--- src/rtl/imem_uart_loader.sv ---
// rtl/imem_uart_loader.sv - UART framed image loader writing instruction memory
// Optional trailing XOR checksum is enabled by defining LOADER_CHECKSUM_EN.
module imem_uart_loader #(
  parameter int CLKS_PER_BIT = 868,
  parameter int DEPTH_WORDS  = 64
) (
  input  logic        CLK,
  input  logic        RST_N,
  input  logic        RX,
  output logic        IM_WE,
  output logic [31:0] IM_ADDR,
  output logic [31:0] IM_WD,
  output logic        CPU_RST,
  output logic        BUSY,
  output logic        LOAD_DONE,
  output logic        LOAD_ERR
);

  localparam int TW = $clog2(CLKS_PER_BIT) + 1;
  localparam logic [TW-1:0] HALF_M1 = TW'(CLKS_PER_BIT / 2 - 1);
  localparam logic [TW-1:0] FULL_M1 = TW'(CLKS_PER_BIT - 1);
  localparam logic [7:0] SYNC_BYTE = 8'hA5;

  typedef enum logic [2:0] {
    S_IDLE, S_COUNT, S_DATA,
`ifdef LOADER_CHECKSUM_EN
    S_CHECK,
`endif
    S_DONE, S_ERROR
  } state_t;

  logic          rx_s1, rx_s2, rx_prev;
  logic          rx_active;
  logic [3:0]    bit_cnt;
  logic [TW-1:0] timer;
  logic [7:0]    rx_shift, rx_byte;
  logic          rx_valid, rx_ferr;

  // bit_cnt: 0 = start bit, 1..8 = data bits, 9 = stop bit
  always_ff @(posedge CLK or negedge RST_N) begin
    if (!RST_N) begin
      rx_s1 <= 1'b1; rx_s2 <= 1'b1; rx_prev <= 1'b1;
      rx_active <= 1'b0; bit_cnt <= 4'd0; timer <= '0;
      rx_shift <= 8'd0; rx_byte <= 8'd0; rx_valid <= 1'b0; rx_ferr <= 1'b0;
    end else begin
      rx_s1    <= RX;
      rx_s2    <= rx_s1;
      rx_prev  <= rx_s2;
      rx_valid <= 1'b0;
      rx_ferr  <= 1'b0;
      if (!rx_active) begin
        if (rx_prev && !rx_s2) begin
          rx_active <= 1'b1;
          bit_cnt   <= 4'd0;
          timer     <= '0;
        end
      end else if (timer == ((bit_cnt == 4'd0) ? HALF_M1 : FULL_M1)) begin
        timer <= '0;
        if (bit_cnt == 4'd0) begin
          if (rx_s2) rx_active <= 1'b0;
          else       bit_cnt   <= 4'd1;
        end else if (bit_cnt <= 4'd8) begin
          rx_shift <= {rx_s2, rx_shift[7:1]};
          bit_cnt  <= bit_cnt + 4'd1;
        end else begin
          rx_active <= 1'b0;
          rx_byte   <= rx_shift;
          rx_valid  <= rx_s2;
          rx_ferr   <= !rx_s2;
        end
      end else begin
        timer <= timer + 1'b1;
      end
    end
  end

  state_t      state, state_next;
  logic [7:0]  n_words, word_idx;
  logic [1:0]  byte_sel;
  logic [31:0] word_buf;
  logic        do_sync, do_count, do_data, do_write;

`ifdef LOADER_CHECKSUM_EN
  logic [7:0] xor_acc;
  always_ff @(posedge CLK or negedge RST_N) begin
    if (!RST_N)        xor_acc <= 8'd0;
    else if (do_count) xor_acc <= 8'd0;
    else if (do_data)  xor_acc <= xor_acc ^ rx_byte;
  end
`endif

  always_comb begin
    state_next = state;
    do_sync    = 1'b0;
    do_count   = 1'b0;
    do_data    = 1'b0;
    do_write   = 1'b0;
    case (state)
      S_IDLE:
        if (rx_valid && rx_byte == SYNC_BYTE) begin
          state_next = S_COUNT;
          do_sync    = 1'b1;
        end
      S_COUNT:
        if (rx_ferr) state_next = S_ERROR;
        else if (rx_valid) begin
          if (rx_byte == 8'd0 || rx_byte > 8'(DEPTH_WORDS)) state_next = S_ERROR;
          else begin
            state_next = S_DATA;
            do_count   = 1'b1;
          end
        end
      S_DATA:
        if (rx_ferr) state_next = S_ERROR;
        else if (rx_valid) begin
          do_data = 1'b1;
          if (byte_sel == 2'd3) begin
            do_write = 1'b1;
            if (word_idx == n_words - 8'd1) begin
`ifdef LOADER_CHECKSUM_EN
              state_next = S_CHECK;
`else
              state_next = S_DONE;
`endif
            end
          end
        end
`ifdef LOADER_CHECKSUM_EN
      S_CHECK:
        if (rx_ferr) state_next = S_ERROR;
        else if (rx_valid) state_next = (rx_byte == xor_acc) ? S_DONE : S_ERROR;
`endif
      S_DONE:
        if (rx_ferr) state_next = S_ERROR;
        else if (rx_valid && rx_byte == SYNC_BYTE) begin
          state_next = S_COUNT;
          do_sync    = 1'b1;
        end
      S_ERROR: state_next = S_IDLE;
      default: state_next = S_IDLE;
    endcase
  end

  always_ff @(posedge CLK or negedge RST_N) begin
    if (!RST_N) begin
      state <= S_IDLE; n_words <= 8'd0; word_idx <= 8'd0; byte_sel <= 2'd0;
      word_buf <= 32'd0; IM_WE <= 1'b0; IM_ADDR <= 32'd0; IM_WD <= 32'd0;
      LOAD_ERR <= 1'b0;
    end else begin
      state <= state_next;
      IM_WE <= do_write;
      if (state_next == S_ERROR) LOAD_ERR <= 1'b1;
      else if (do_sync)          LOAD_ERR <= 1'b0;
      if (do_count) begin
        n_words  <= rx_byte;
        word_idx <= 8'd0;
        byte_sel <= 2'd0;
      end
      if (do_data) begin
        word_buf[{byte_sel, 3'b000} +: 8] <= rx_byte;
        byte_sel <= byte_sel + 2'd1;
      end
      if (do_write) begin
        IM_ADDR  <= {22'd0, word_idx, 2'b00};
        IM_WD    <= {rx_byte, word_buf[23:0]};
        word_idx <= word_idx + 8'd1;
      end
    end
  end

  // The processor runs only while a complete image is resident
  assign CPU_RST   = (state != S_DONE);
  assign LOAD_DONE = (state == S_DONE);
  assign BUSY      = (state != S_IDLE) && (state != S_DONE);

endmodule

--- config.mk ---
export PLATFORM = sky130hd
export DESIGN_NAME = imem_uart_loader
export DESIGN_NICKNAME = d
export VERILOG_FILES = /design/src/rtl/imem_uart_loader.sv
export SDC_FILE = /design/constraint.sdc
export NUM_CORES = 1
export LEC_CHECK = 0
export CAP_MARGIN = 20
export CORE_MARGIN = 2
export CORE_UTILIZATION = 50
export CTS_CLUSTER_SIZE = 25
export DETAILED_ROUTE_END_ITERATION = 10
export PLACE_DENSITY = 0.73
export SYNTH_ARGS = -nofsm -noshare
export SYNTH_HDL_FRONTEND = slang
export SYNTH_SLANG_ARGS = --single-unit
--- constraint.sdc ---
create_clock -name CLK -period 2.3 [get_ports CLK]
set_input_delay 0.23 -clock CLK [delete_from_list [all_inputs] [get_ports CLK]]
set_output_delay 0.23 -clock CLK [all_outputs]
set_load 0.1 [all_outputs]
After elaboration in Yosys (flattened, before gate mapping) --
Index checks and enable logic that the tools add are counted.
Storage, ports and cells: register bits after elaboration 132, bits of input ports 3, word-level logic and storage cells 114, output and inout port bits 69
Operators by class: bitwise logic cells 2, add/subtract/negate cells 6, multiplexer cells 55, equal/unequal tests 12, $lt $le $gt $ge 2, reductions and logical operators 16, shift operators 2
Operators by type and width (number):
- $mux W11 | 3
- $bwmux W32 | 1
- $shift A8 B7 Y32 const A | 1
- $shiftx A8 B7 Y32 | 1
- $mux W1 | 29
- $mux W3 | 9
- $mux W4 | 6
- $mux W8 | 2
- $pmux W3 S4 | 1
- $reduce_and A4 Y1 | 3
- $add A11 B1 Y11 const B | 1
- $eq A11 B10 Y1 | 1
- $mux W10 | 1
- $add A8 B1 Y8 const B | 1
- $eq A8 B8 Y1 | 1
- $eq A8 B8 Y1 const B | 1
- $gt A8 B7 Y1 const B | 1
- $logic_not A8 Y1 | 1
- $reduce_bool A2 Y1 | 4
- $sub A8 B1 Y8 const B | 1
- $neg A5 Y7 | 1
- $eq A3 B2 Y1 const B | 2
- $add A4 B1 Y4 const B | 1
- $le A4 B4 Y1 const B | 1
- 17 further kinds | 21

Logic depth before layout (Yosys ltp) --
word-level depth 9, mapped depth 8, depth with buffers taken out 7

Worst setup path before layout --
No wires, ideal clock.
path kind reg-to-reg, from register timer[3], to register rx_shift[0], clock period less this slack 1928 ps, cell stages (with the launch flop) 6, library setup time 125 ps, data required time 2175 ps, setup slack 372 ps, path buffers 0, data arrival time 1803 ps, path through dfrtp_1 -> nor4b_1 -> and3_1 -> nand3_1 -> nor3b_4 -> mux2_2
On the way: word-level cells in the longest chain between the ends 2
Ends and longest elaborated chain:
- start: declaration | RTL line 35 | logic [TW-1:0] timer;
- start signal: assignment | RTL line 72 | timer <= timer + 1'b1;
- $eq A11 B10 Y1 | RTL line 57 | end else if (timer == ((bit_cnt == 4'd0) ? HALF_M1 : FULL_M1)) begin
- $reduce_and A4 Y1 (no source line)
- end signal: assignment | RTL line 63 | rx_shift <= {rx_s2, rx_shift[7:1]};
- end: declaration | RTL line 36 | logic [7:0] rx_shift, rx_byte;
Every way passes these cells. A chain may end at the register's enable or synchronous reset.

Worst setup path after layout --
from register rx_ferr, to register word_buf[21]
On the way: word-level cells in the longest chain between the ends 2
Ends and longest elaborated chain:
- start: declaration | RTL line 37 | logic rx_valid, rx_ferr;
- start signal: assignment | RTL line 69 | rx_ferr <= !rx_s2;
- $mux W1 | RTL line 114 | if (rx_ferr) state_next = S_ERROR;
- $mux W1 | RTL line 98 | case (state)
- end signal: indexed assignment | RTL line 160 | word_buf[{byte_sel, 3'b000} +: 8] <= rx_byte;
- end: declaration | RTL line 80 | logic [31:0] word_buf;
Every way passes these cells.

==> results by group <==
Min path
  – Hold crit path type: input pin to flip-flop

Timing
  – # setup viols final: 0
  – RSZ-0062 raised after global routing: true
  – Final min period: 2.15 ns
  – Worst Tran Pin Value: 0.617 ns
  – Skew final: about 0.015 ns
  – Slew Viols, Final: 0
  – Period utilisation layout: 0.935
  – Rel. slew slack: 0.589
  – Hold Fails Final Rpt: 0
  – Max Fclk: 465 MHz
  – Worst hold margin: 0.231 ns

Placement
  – PortBufs: 47
  – Placed cell areas: about 6300 um2
  – Routability cong.: 0.826
  – Post-DP HPWL: between 7 and 8 mm

Yosys
  – Main area contributors after synthesis: dfrtp_1 (52%), nand2_1 (13%), buf_4 (3.1%)
  – #FFs+latches synth: between 100 and 150
  – Top_reg_cell synth: dfrtp_1
  – Syn Inst Count: 600
  – Seq/Total Area, Yosys: 0.537
  – Count of flip-flops with a built-in enable after synthesis: 0
  – Cell variety after synth: 60
  – Syn avg cell area: 9.64 um2
  – Yosys warns: 0
  – Yosys top cell area share: 0.524
  – Biggest area consumer among synthesized cells: dfrtp_1
  – Mapped Area: approximately 5800 um2
  – Synth async-reset ratio: 1.00

Finish
  – Area growth from synthesis to layout: 20.6%
  – Post-Layout Inst Area: 6970 um2
  – Antenna Diode Count: 0
  – Core Util, Final: 0.613
  – Final #Nets: 680
  – Commonest cells after routing, fill and taps aside: nand2_1 (194), dfrtp_1 (121), buf_4 (64), o21ai_0 (24), conb_1 (24)
  – Share of layout cells above drive strength 1: 0.185
  – Most common cell after layout, fill and taps aside: nand2_1

Power and ir drop
  – PD cells: 770 nW/um2
  – Total power draw: 5.37 mW
  – Worst VDD drop: 0.511 mV
  – LEAKAGE: 3.45 nW

Drt
  – DRC: 0
  – Drt total wl: 12.0 mm
  – Routed vias/inst: ~5.3
  – Initial DRT Pass Iterations: 4
  – Routed vias: between 4000 and 5000
  – Initial DRC count: 366
  – Post-DRT Antenna Nets: 0
  – Routed len/inst: 14.6 um

Setup path
  – Crit path cell chain: or3b_1 > nor3b_2 > nand2_1 > nand2_1 > o21ai_0
  – Crit path top cell by count: nand2_1
  – Slowest-stage cell, CP: nor3b_2
  – CP top delay family: simple AND/OR/NAND/NOR gates
  – Element type at the critical path end: flip-flop
  – Critical Path Fanout Max: 16
  – Crit path DAT: between 2 and 2.5 ns
  – WS Path Type: flip-flop to flip-flop
  – CP peak stage delay: 0.48 ns
  – Critical path buffer and inverter count: 0
  – Nature of the critical path startpoint: flip-flop
  – Worst Path Required: 2.57 ns

Floorplan
  – Initial Utilization: 0.509
  – Die Width: 112 um
  – Die height: 112 um
  – Core Region: 11400 um2
  – Die area: 12400 um2
  – FP Rows: 39
  – # IOs: 72

GRT
  – GRT Residual Overflow: 0
  – First-pass GRT wire length: 20.4 mm
  – Initial antenna violation count: 0
  – GRT Resource Usage Total: 0.205
  – Number of global-route vias before repair: approximately 4300
  – Largest net degree at the start of global routing: 46

Clock tree
  – CTS H-tree depth: 4
  – CTS tree: done
  – Num CTS Buffers: 17
  – Root buffer cell: clkbuf_16
  – Sink Count: 124
  – Clock transition at path regs: 0.05 ns
  – Clock latency on the worst-skew pair: ~0.42 ns
  – Maximum clock path buffer count: 2

Run status
  – Status: completed

Run
  – Max Cap Violations: 0
==> cells by family (layout without fill, tap and decap cells) <==
logic type	Yosys count	count (layout)	share of synthesized area
AND/OR/NAND/NOR	297	297	0.243
flip-flops	124	124	0.537
AO/OA/AOI/OAI	73	73	0.0788
buffers and inverters	60	117	0.0565
multiplexers	23	23	0.0444
XOR/XNOR	12	12	0.0182
adder cells (fa/ha/maj)	10	10	0.0216
other	1	24	0.000648
==> Yosys cell counts (5+ instances only) <==
cell type and count:
nor2_1 11, buf_4 24, nor3_1 11, nand2b_1 5, inv_1 14, buf_2 9
nand3_1 21, nand4_1 6, mux2_2 16, nand2_1 194, nand3b_1 6, a31oi_1 7
dfrtp_1 121, o21ai_0 24, mux2_1 5, o21ai_1 9, xnor2_1 8, ha_1 10
clkbuf_1 12, a21oi_1 7, nand4b_1 6
==> final timing paths <==
| kind | startpoint | to | slack (ns) | depth (start not counted) |
|---|---|---|---|---|
| max | rx_ferr | word_buf[21] | 0.15 | 5 |
| min | RX | rx_s1 | 0.23 | 1 |
| max reg2reg | rx_ferr | word_buf[21] | 0.15 | 5 |
| min reg2reg | rx_s1 | rx_s2 | 0.35 | 0 |
| max in group asynchronous | RST_N | word_buf[15] | 1.29 | 3 |
| min in group asynchronous | RST_N | IM_WE | 0.37 | 2 |
==> state kept, by name (all words and copies together), names as in the netlist, 2 cells and up <==
register,count
IM_ADDR,8
IM_WD,32
bit_cnt,4
byte_sel,2
n_words,8
rx_byte,8
rx_shift,8
state,3
timer,11
word_buf,24
word_idx,8
==> cell type report <==
class                   instances  area, um2
clock buffers                  25        475
clock inverters                 7        113
fillers                       923       4400
inverters                      14       52.6
multi-input cells             439       2450
flip-flops and latches        124       3110
well taps                     143        179
repair buffers                 71        601
==> per-layer routing <==
layer  track usage  vias up  wire length, um
li1              -     2120                -
met1         0.261     2097             5350
met2         0.329      119             5880
met3        0.0566       16              550
met4        0.0922        0              221
met5             0        -                0
==> power by group <==
part	total (mW)	switching [mW]	internal, mW
sequential	2.33	0.0927	2.24
combinational	0.375	0.283	0.0917
clock	2.66	0.908	1.75
==> through the flow <==
stage | worst slack [ns] | setup TNS, ns | cells
after floorplan | 0.372 | 0 | 623
after detailed placement | 0.133 | 0 | 789
after global placement | 0.218 | 0 | 789
after global routing | -0.00463 | -0.00463 | 823
after CTS | 0.0890 | 0 | 822
final | 0.148 | 0 | 823
==> timing repair <==
item                                    4_1_cts  5_1_grt
gates resized for setup                       0        2
endpoints found under the setup margin        0       17
setup buffers                                 0        1
hold buffers                                  1        0
endpoints found under the hold margin        39        0
(Power assumes the default switching activity.)
